## config.mk

```make
export PLATFORM = sky130hd
export DESIGN_NAME = datapath_ctrl
export DESIGN_NICKNAME = d
export VERILOG_FILES = /design/src/rtl/datapath_ctrl_pkg.sv /design/src/rtl/datapath_ctrl_iter.sv /design/src/rtl/datapath_ctrl.sv
export SDC_FILE = /design/constraint.sdc
export NUM_CORES = 1
export LEC_CHECK = 0
export BUFFER_PORTS_ARGS = -buffer_cell sky130_fd_sc_hd__buf_2
export CAP_MARGIN = 20
export CORE_ASPECT_RATIO = 1.4
export CORE_MARGIN = 1.5
export CORE_UTILIZATION = 52
export CTS_BUF_LIST = sky130_fd_sc_hd__clkbuf_8
export DETAILED_ROUTE_END_ITERATION = 6
export PLACE_DENSITY = 0.82
export SLEW_MARGIN = 15
export SYNTH_ARGS = -nofsm -noshare
export SYNTH_HDL_FRONTEND = slang
export SYNTH_SLANG_ARGS = --single-unit
export TNS_END_PERCENT = 10
```

## constraint.sdc

```tcl
create_clock -name clock -period 2.55 [get_ports clock]
set_clock_uncertainty 0.05 [all_clocks]
set_input_delay 0.51 -clock clock [delete_from_list [all_inputs] [get_ports clock]]
set_output_delay 0.51 -clock clock [all_outputs]
set_load 0.01 [all_outputs]
```

## src/rtl/datapath_ctrl_pkg.sv

```systemverilog
// datapath_ctrl_pkg
//   Shared types and constants for the datapath micro-sequencer.
//   - state_t   : sequencer states (IDLE, ISSUE, WRITE, DONE)
//   - RA_W/FS_W : register-address and function-select widths
//   - ZERO_REG  : hard-wired zero register; writes to it are discarded
//   - FS_*      : ALU function-select encodings used by the controller
package datapath_ctrl_pkg;

    localparam int unsigned RA_W = 5;
    localparam int unsigned FS_W = 5;

    localparam logic [4:0] ZERO_REG  = 5'd31;

    // ALU function select: route operand B straight through.
    localparam logic [4:0] FS_PASS_B = 5'b01000;

    typedef enum logic [1:0] {
        ST_IDLE  = 2'd0,
        ST_ISSUE = 2'd1,
        ST_WRITE = 2'd2,
        ST_DONE  = 2'd3
    } state_t;

    // Any state other than IDLE means a sequence owns the datapath.
    function automatic logic st_active(input state_t s);
        return s != ST_IDLE;
    endfunction

endpackage

```

## src/rtl/datapath_ctrl_iter.sv

```systemverilog
// datapath_ctrl_iter
//   Destination / immediate / remaining-iteration counter for one sequence.
//   Ports:
//     clock, reset         rising-edge clock, async active-low reset
//     load                 capture *_init values (start of a sequence)
//     step                 advance to next iteration: da+1, k+1 if inc_k,
//                          remaining-1
//     da_init, k_init      first destination address, first immediate
//     count_init           iterations minus one
//     inc_k_init           increment k on every step
//     da, k                current destination address and immediate
//     last                 current iteration is the final one
module datapath_ctrl_iter #(
    parameter int unsigned DW   = 64,
    parameter int unsigned RA_W = 5
) (
    input  logic            clock,
    input  logic            reset,
    input  logic            load,
    input  logic            step,
    input  logic [RA_W-1:0] da_init,
    input  logic [DW-1:0]   k_init,
    input  logic [RA_W-1:0] count_init,
    input  logic            inc_k_init,
    output logic [RA_W-1:0] da,
    output logic [DW-1:0]   k,
    output logic            last
);

    logic [RA_W-1:0] da_q;
    logic [DW-1:0]   k_q;
    logic [RA_W-1:0] rem_q;
    logic            inc_k_q;

    // da and k wrap naturally at their register widths (31 -> 0, 2^DW-1 -> 0).
    always_ff @(posedge clock or negedge reset) begin
        if (!reset) begin
            da_q    <= '0;
            k_q     <= '0;
            rem_q   <= '0;
            inc_k_q <= 1'b0;
        end else if (load) begin
            da_q    <= da_init;
            k_q     <= k_init;
            rem_q   <= count_init;
            inc_k_q <= inc_k_init;
        end else if (step) begin
            da_q  <= da_q + RA_W'(1);
            rem_q <= rem_q - RA_W'(1);
            if (inc_k_q) begin
                k_q <= k_q + DW'(1);
            end
        end
    end

    assign da   = da_q;
    assign k    = k_q;
    assign last = (rem_q == '0);

endmodule

```

## src/rtl/datapath_ctrl.sv

```systemverilog
// datapath_ctrl
//   Micro-sequencer driving the control word of the 32 x 64-bit
//   register-file/ALU datapath. One instruction is accepted per
//   instr_valid/instr_ready handshake and repeated over instr_count+1
//   consecutive destination registers, two cycles (ISSUE, WRITE) each.
//   Ports:
//     clock, reset            rising-edge clock, async active-low reset
//     instr_valid/instr_ready instruction handshake
//     instr_fs/aa/ba/da       function select, source A/B, first destination
//     instr_imm               immediate presented on K
//     instr_use_imm           B operand is K (Bselect)
//     instr_bypass            bus driven by B (EN_B) instead of ALU (EN_ALU)
//     instr_cin               ALU carry-in
//     instr_count             iterations minus one
//     instr_inc_k             K += 1 after each iteration
//     busy, done              sequence in progress / one-cycle completion pulse
//     FS, AA, BA, DA, K       datapath operand/function fields
//     write, Bselect, EN_B, EN_ALU, cin  datapath strobes
//   Build option:
//     DATAPATH_CTRL_RF_CLEAR_EN  after reset, sweep-clear registers 0..30
//                                before accepting the first instruction.
module datapath_ctrl #(
    parameter int unsigned DW   = 64,
    parameter int unsigned RA_W = 5,
    parameter int unsigned FS_W = 5
) (
    input  logic            clock,
    input  logic            reset,
    input  logic            instr_valid,
    output logic            instr_ready,
    input  logic [FS_W-1:0] instr_fs,
    input  logic [RA_W-1:0] instr_aa,
    input  logic [RA_W-1:0] instr_ba,
    input  logic [RA_W-1:0] instr_da,
    input  logic [DW-1:0]   instr_imm,
    input  logic            instr_use_imm,
    input  logic            instr_bypass,
    input  logic            instr_cin,
    input  logic [RA_W-1:0] instr_count,
    input  logic            instr_inc_k,
    output logic            busy,
    output logic            done,
    output logic [FS_W-1:0] FS,
    output logic [RA_W-1:0] AA,
    output logic [RA_W-1:0] BA,
    output logic [RA_W-1:0] DA,
    output logic [DW-1:0]   K,
    output logic            write,
    output logic            Bselect,
    output logic            EN_B,
    output logic            EN_ALU,
    output logic            cin
);

    import datapath_ctrl_pkg::*;

    state_t state_q, state_d;

    logic [FS_W-1:0] fs_q;
    logic [RA_W-1:0] aa_q, ba_q;
    logic            use_imm_q, bypass_q, cin_q;

    logic            accept, load, step, last, drive_word;
    logic            clr_pend, start_sweep;

    logic [FS_W-1:0] ld_fs;
    logic [RA_W-1:0] ld_aa, ld_ba, ld_da, ld_count;
    logic [DW-1:0]   ld_imm;
    logic            ld_use_imm, ld_bypass, ld_cin, ld_inc_k;

`ifdef DATAPATH_CTRL_RF_CLEAR_EN
    // Set by reset; the clear sweep is an ordinary ISSUE/WRITE sequence
    // whose final write returns to IDLE without a done pulse.
    always_ff @(posedge clock or negedge reset) begin
        if (!reset) begin
            clr_pend <= 1'b1;
        end else if (state_q == ST_WRITE && last) begin
            clr_pend <= 1'b0;
        end
    end
`else
    assign clr_pend = 1'b0;
`endif

    assign instr_ready = (state_q == ST_IDLE) && !clr_pend;
    assign accept      = instr_valid && instr_ready;
    assign start_sweep = (state_q == ST_IDLE) && clr_pend;
    assign load        = accept || start_sweep;
    assign step        = (state_q == ST_WRITE) && !last;

    // Source of the fields captured on load: the instruction port, or the
    // fixed pass-B-of-zero word that clears registers 0..30.
    always_comb begin
        ld_fs      = instr_fs;
        ld_aa      = instr_aa;
        ld_ba      = instr_ba;
        ld_da      = instr_da;
        ld_imm     = instr_imm;
        ld_use_imm = instr_use_imm;
        ld_bypass  = instr_bypass;
        ld_cin     = instr_cin;
        ld_count   = instr_count;
        ld_inc_k   = instr_inc_k;
        if (start_sweep) begin
            ld_fs      = FS_PASS_B;
            ld_aa      = ZERO_REG;
            ld_ba      = ZERO_REG;
            ld_da      = '0;
            ld_imm     = '0;
            ld_use_imm = 1'b1;
            ld_bypass  = 1'b0;
            ld_cin     = 1'b0;
            ld_count   = ZERO_REG - 5'd1;
            ld_inc_k   = 1'b0;
        end
    end

    always_ff @(posedge clock or negedge reset) begin
        if (!reset) begin
            fs_q      <= '0;
            aa_q      <= '0;
            ba_q      <= '0;
            use_imm_q <= 1'b0;
            bypass_q  <= 1'b0;
            cin_q     <= 1'b0;
        end else if (load) begin
            fs_q      <= ld_fs;
            aa_q      <= ld_aa;
            ba_q      <= ld_ba;
            use_imm_q <= ld_use_imm;
            bypass_q  <= ld_bypass;
            cin_q     <= ld_cin;
        end
    end

    datapath_ctrl_iter #(
        .DW   (DW),
        .RA_W (RA_W)
    ) u_iter (
        .clock      (clock),
        .reset      (reset),
        .load       (load),
        .step       (step),
        .da_init    (ld_da),
        .k_init     (ld_imm),
        .count_init (ld_count),
        .inc_k_init (ld_inc_k),
        .da         (DA),
        .k          (K),
        .last       (last)
    );

    always_ff @(posedge clock or negedge reset) begin
        if (!reset) begin
            state_q <= ST_IDLE;
        end else begin
            state_q <= state_d;
        end
    end

    always_comb begin
        state_d = state_q;
        case (state_q)
            ST_IDLE:  if (load) state_d = ST_ISSUE;
            ST_ISSUE: state_d = ST_WRITE;
            ST_WRITE: begin
                if (!last)        state_d = ST_ISSUE;
                else if (clr_pend) state_d = ST_IDLE;
                else              state_d = ST_DONE;
            end
            ST_DONE:  state_d = ST_IDLE;
            default:  state_d = ST_IDLE;
        endcase
    end

    // Strobes decode straight from the state register so that an async
    // reset drops write and both bus enables immediately.
    assign drive_word = (state_q == ST_ISSUE) || (state_q == ST_WRITE);
    assign write      = (state_q == ST_WRITE);
    assign EN_ALU     = drive_word && !bypass_q;
    assign EN_B       = drive_word &&  bypass_q;
    assign busy       = st_active(state_q);
    assign done       = (state_q == ST_DONE);

    assign FS      = fs_q;
    assign AA      = aa_q;
    assign BA      = ba_q;
    assign Bselect = use_imm_q;
    assign cin     = cin_q;

endmodule

```

==> flow_summary.toml <==
[detailed_routing]
dr_wl_met2_mm = 7.97
ant_nets = 0
routed_wl_mm = 15.5
drcViolationCount = 0
wl_per_cell_um = 16.3
viasPerCell = 5.69
highest_layer = "met4"
drt-met1-wl_mm = 6.16
vias = 5424
drt-initial-drc-count = 357
first_pass_iters = 5
route.met3.wl_um = 941

[setup_path]
slowest_delay_ps = 420
end_kind = "flop"
arrival_ps = 2680
path_cells = "inv_1 > ha_2 > nand4_1 > nor4_2 > buf_4 > nand2_1 > or4_1 > a31oi_1"
critPathLaunchType = "flop"
critPathKind = "flop to flop"
crit_required_ps = 2790
critical_path.max_fanout = 11
cpMaxStageDelayCell = "or4_1"

[floorplanning]
pin_count = 188
start_util_pct = 53.8
die_h_um = 123
dieArea_sq_um = 10900
rows = 43
dieWidth_um = 88.7
core-area_sq_um = 9950

[power_and_ir_drop]
power_w = 0.00746
power.share.clock_pct = 14.9
internal_power_w = 0.00411
power_density_nw_per_um2 = 1100
p_sw_share_pct = 44.9
p_switching_w = 0.00335
p_leak_nw = 2.98
power_frac_comb_pct = 42.4
seqPwrFrac_pct = 42.7
vdd_drop_max_uv = 594

[synth]
syn_inst = 625
ys_types = 43
ys.flop_type = "dfrtp_1"
ys_ff_latch = 95
synth-seq-area-share_pct = 44.4
avgSynthCellArea_sq_um = 8.56
synth-edff-count = 0
async_reset_ff_share_pct = 100
yosysWarnings = 0
syn_area_sq_um = 5350
yosysTopAreaCell = "dfrtp_1"
synth_nets = 728
synthTopCellsByArea = "dfrtp_1 (44%), nand2_1 (9.6%), o21ai_0 (5.8%)"
yosysTopAreaCellShare_pct = 44.4

[timing]
rsz0062_at_grt = "yes"
period_minus_slack_ps = 2440
slew_headroom_pct = 61.4
max_freq_mhz = 409
drv_slew = 0
setup_viol = 0
min_period_over_period_pct = 95.8
tightest_slew_ps = 574
hold_violations = 0

[place]
portBuffers = 187
dp_hpwl_mm = 11.6
gp_congestion = 0.863

[grt]
gr-total-overflow = 0
grt_util_all_layers_pct = 29.7
grt_max_degree = 77
antenna_found_initial = 0
grt_pass1_vias = 5460
grt_pass1_wl_mm = 25.2

[cells_and_area]
diodes = 0
synthToLayoutAreaGrowth_pct = 26.3
final_common_cell = "buf_2"
mostFrequentLayoutCells = "buf_2 (186), nand2_1 (136), dfrtp_1 (95)"
nets = 916
drive_gt1_share_pct = 30.4
utilization_pct = 67.9

[clock_tree]
cts-root-buf = "clkbuf_8"
clkTransAtPathRegs_ps = 100
htree_levels = 3
cts_buffers = 9
cts_tree = "built"
clock-sinks = 95
max-clock-path-buffers = 2
clk_latency_ps = 380

[job]
drv_cap = 0

[outcome]
status = "completed"

[min_path]
hold_path.class = "input port to flop"
## per-stage QoR
step,setup slack (ps),TNS (ps),instances,hold slack (ps),area (sq um)
after floorplan,298,0,625,164,5350
after global placement,119,0,936,342,6490
after detailed placement,-26.2,-26.4,936,341,6490
after CTS,-45.5,-78.2,953,258,6720
after global routing,-94.4,-141,953,256,6760
final,107,0,953,266,6760
## power by group through the flow
stage | clock network, W | logic (W) | registers (W)
global placement | 0 | 0.00306 | 0.00312
CTS | 0.00113 | 0.00318 | 0.00316
detailed placement | 0 | 0.00316 | 0.00318
finish | 0.00111 | 0.00316 | 0.00318
global route | 0.00118 | 0.00357 | 0.00329
floorplan | 0 | 0.00162 | 0.00329
## state kept, by name, indices dropped and copies added (netlist names), 2 cells and up
name          count
AA                5
BA                5
FS                5
state_q           2
u_iter.da         5
u_iter.k         64
u_iter.rem_q      5
## critical path: cells and delay by family (launching register included)
family	cells	cell delay (ps)
compound gates	1	220
fa+ha+maj	1	280
buf+inv	2	410
flops	1	400
simple gates	4	980
## per-layer routing
layer | global-route usage, % | up-vias
li1 | - | 2602
met1 | 35.5 | 2546
met2 | 51.2 | 238
met3 | 4.87 | 38
met4 | 14.2 | 0
met5 | 0 | -
## cell type report
class | count | area (sq um)
tap | 135 | 169
multi-input combinational | 493 | 2850
clock buffer | 9 | 124
timing repair buffer | 204 | 1110
clock inverter | 7 | 97.6
sequential | 95 | 2380
inverter | 10 | 37.5
fill | 851 | 3200
## worst paths after layout
check                      cells past startpoint      endpoint        start  slack (ps)
max                                            8  u_iter.k[43]   state_q[0]         110
min                                            3         BA[0]  instr_ba[0]         270
max reg2reg                                    8  u_iter.k[43]   state_q[0]         110
min reg2reg                                    2         AA[2]        AA[2]         430
max in group asynchronous                      3  u_iter.k[17]        reset        1320
min in group asynchronous                      2  u_iter.k[18]        reset         490
## synthesized netlist by cell type, types with 3 or more instances
master / n
or3_1: 15
and3_1: 8
nor3_1: 12
inv_1: 10
nor2_1: 51
and2_1: 6
a31oi_1: 27
xnor2_1: 18
clkbuf_1: 19
or4_1: 9
o31ai_1: 9
o21ai_0: 62
a21oi_1: 6
nor4_1: 9
nand3_1: 27
ha_1: 7
nand4_2: 4
and4_1: 3
dfrtp_1: 95
or3_2: 4
nor4_2: 3
xor2_1: 25
nand4_1: 33
nand2_1: 137
buf_2: 3
## what timing repair did
action,4_1_cts,5_1_grt
setup buffers,0,0
hold buffers,1,0
pin swaps,0,1
setup endpoints to repair,3,24
hold endpoints to repair,15,0
resized for setup,0,7
## cells by family after synthesis
kind of cell               count (synthesis)  synth area share (%)
DFF                                       95                  44.4
and+or+nand+nor                          337                  32.6
buffers and inverters                     37                  3.20
AOI/OAI and AO/OA                        105                  10.9
xor gates and xnor gates                  43                  7.04
adders and majority gates                  7                  1.64
muxes                                      1                 0.187
Power figures use the tool's default switching activity.
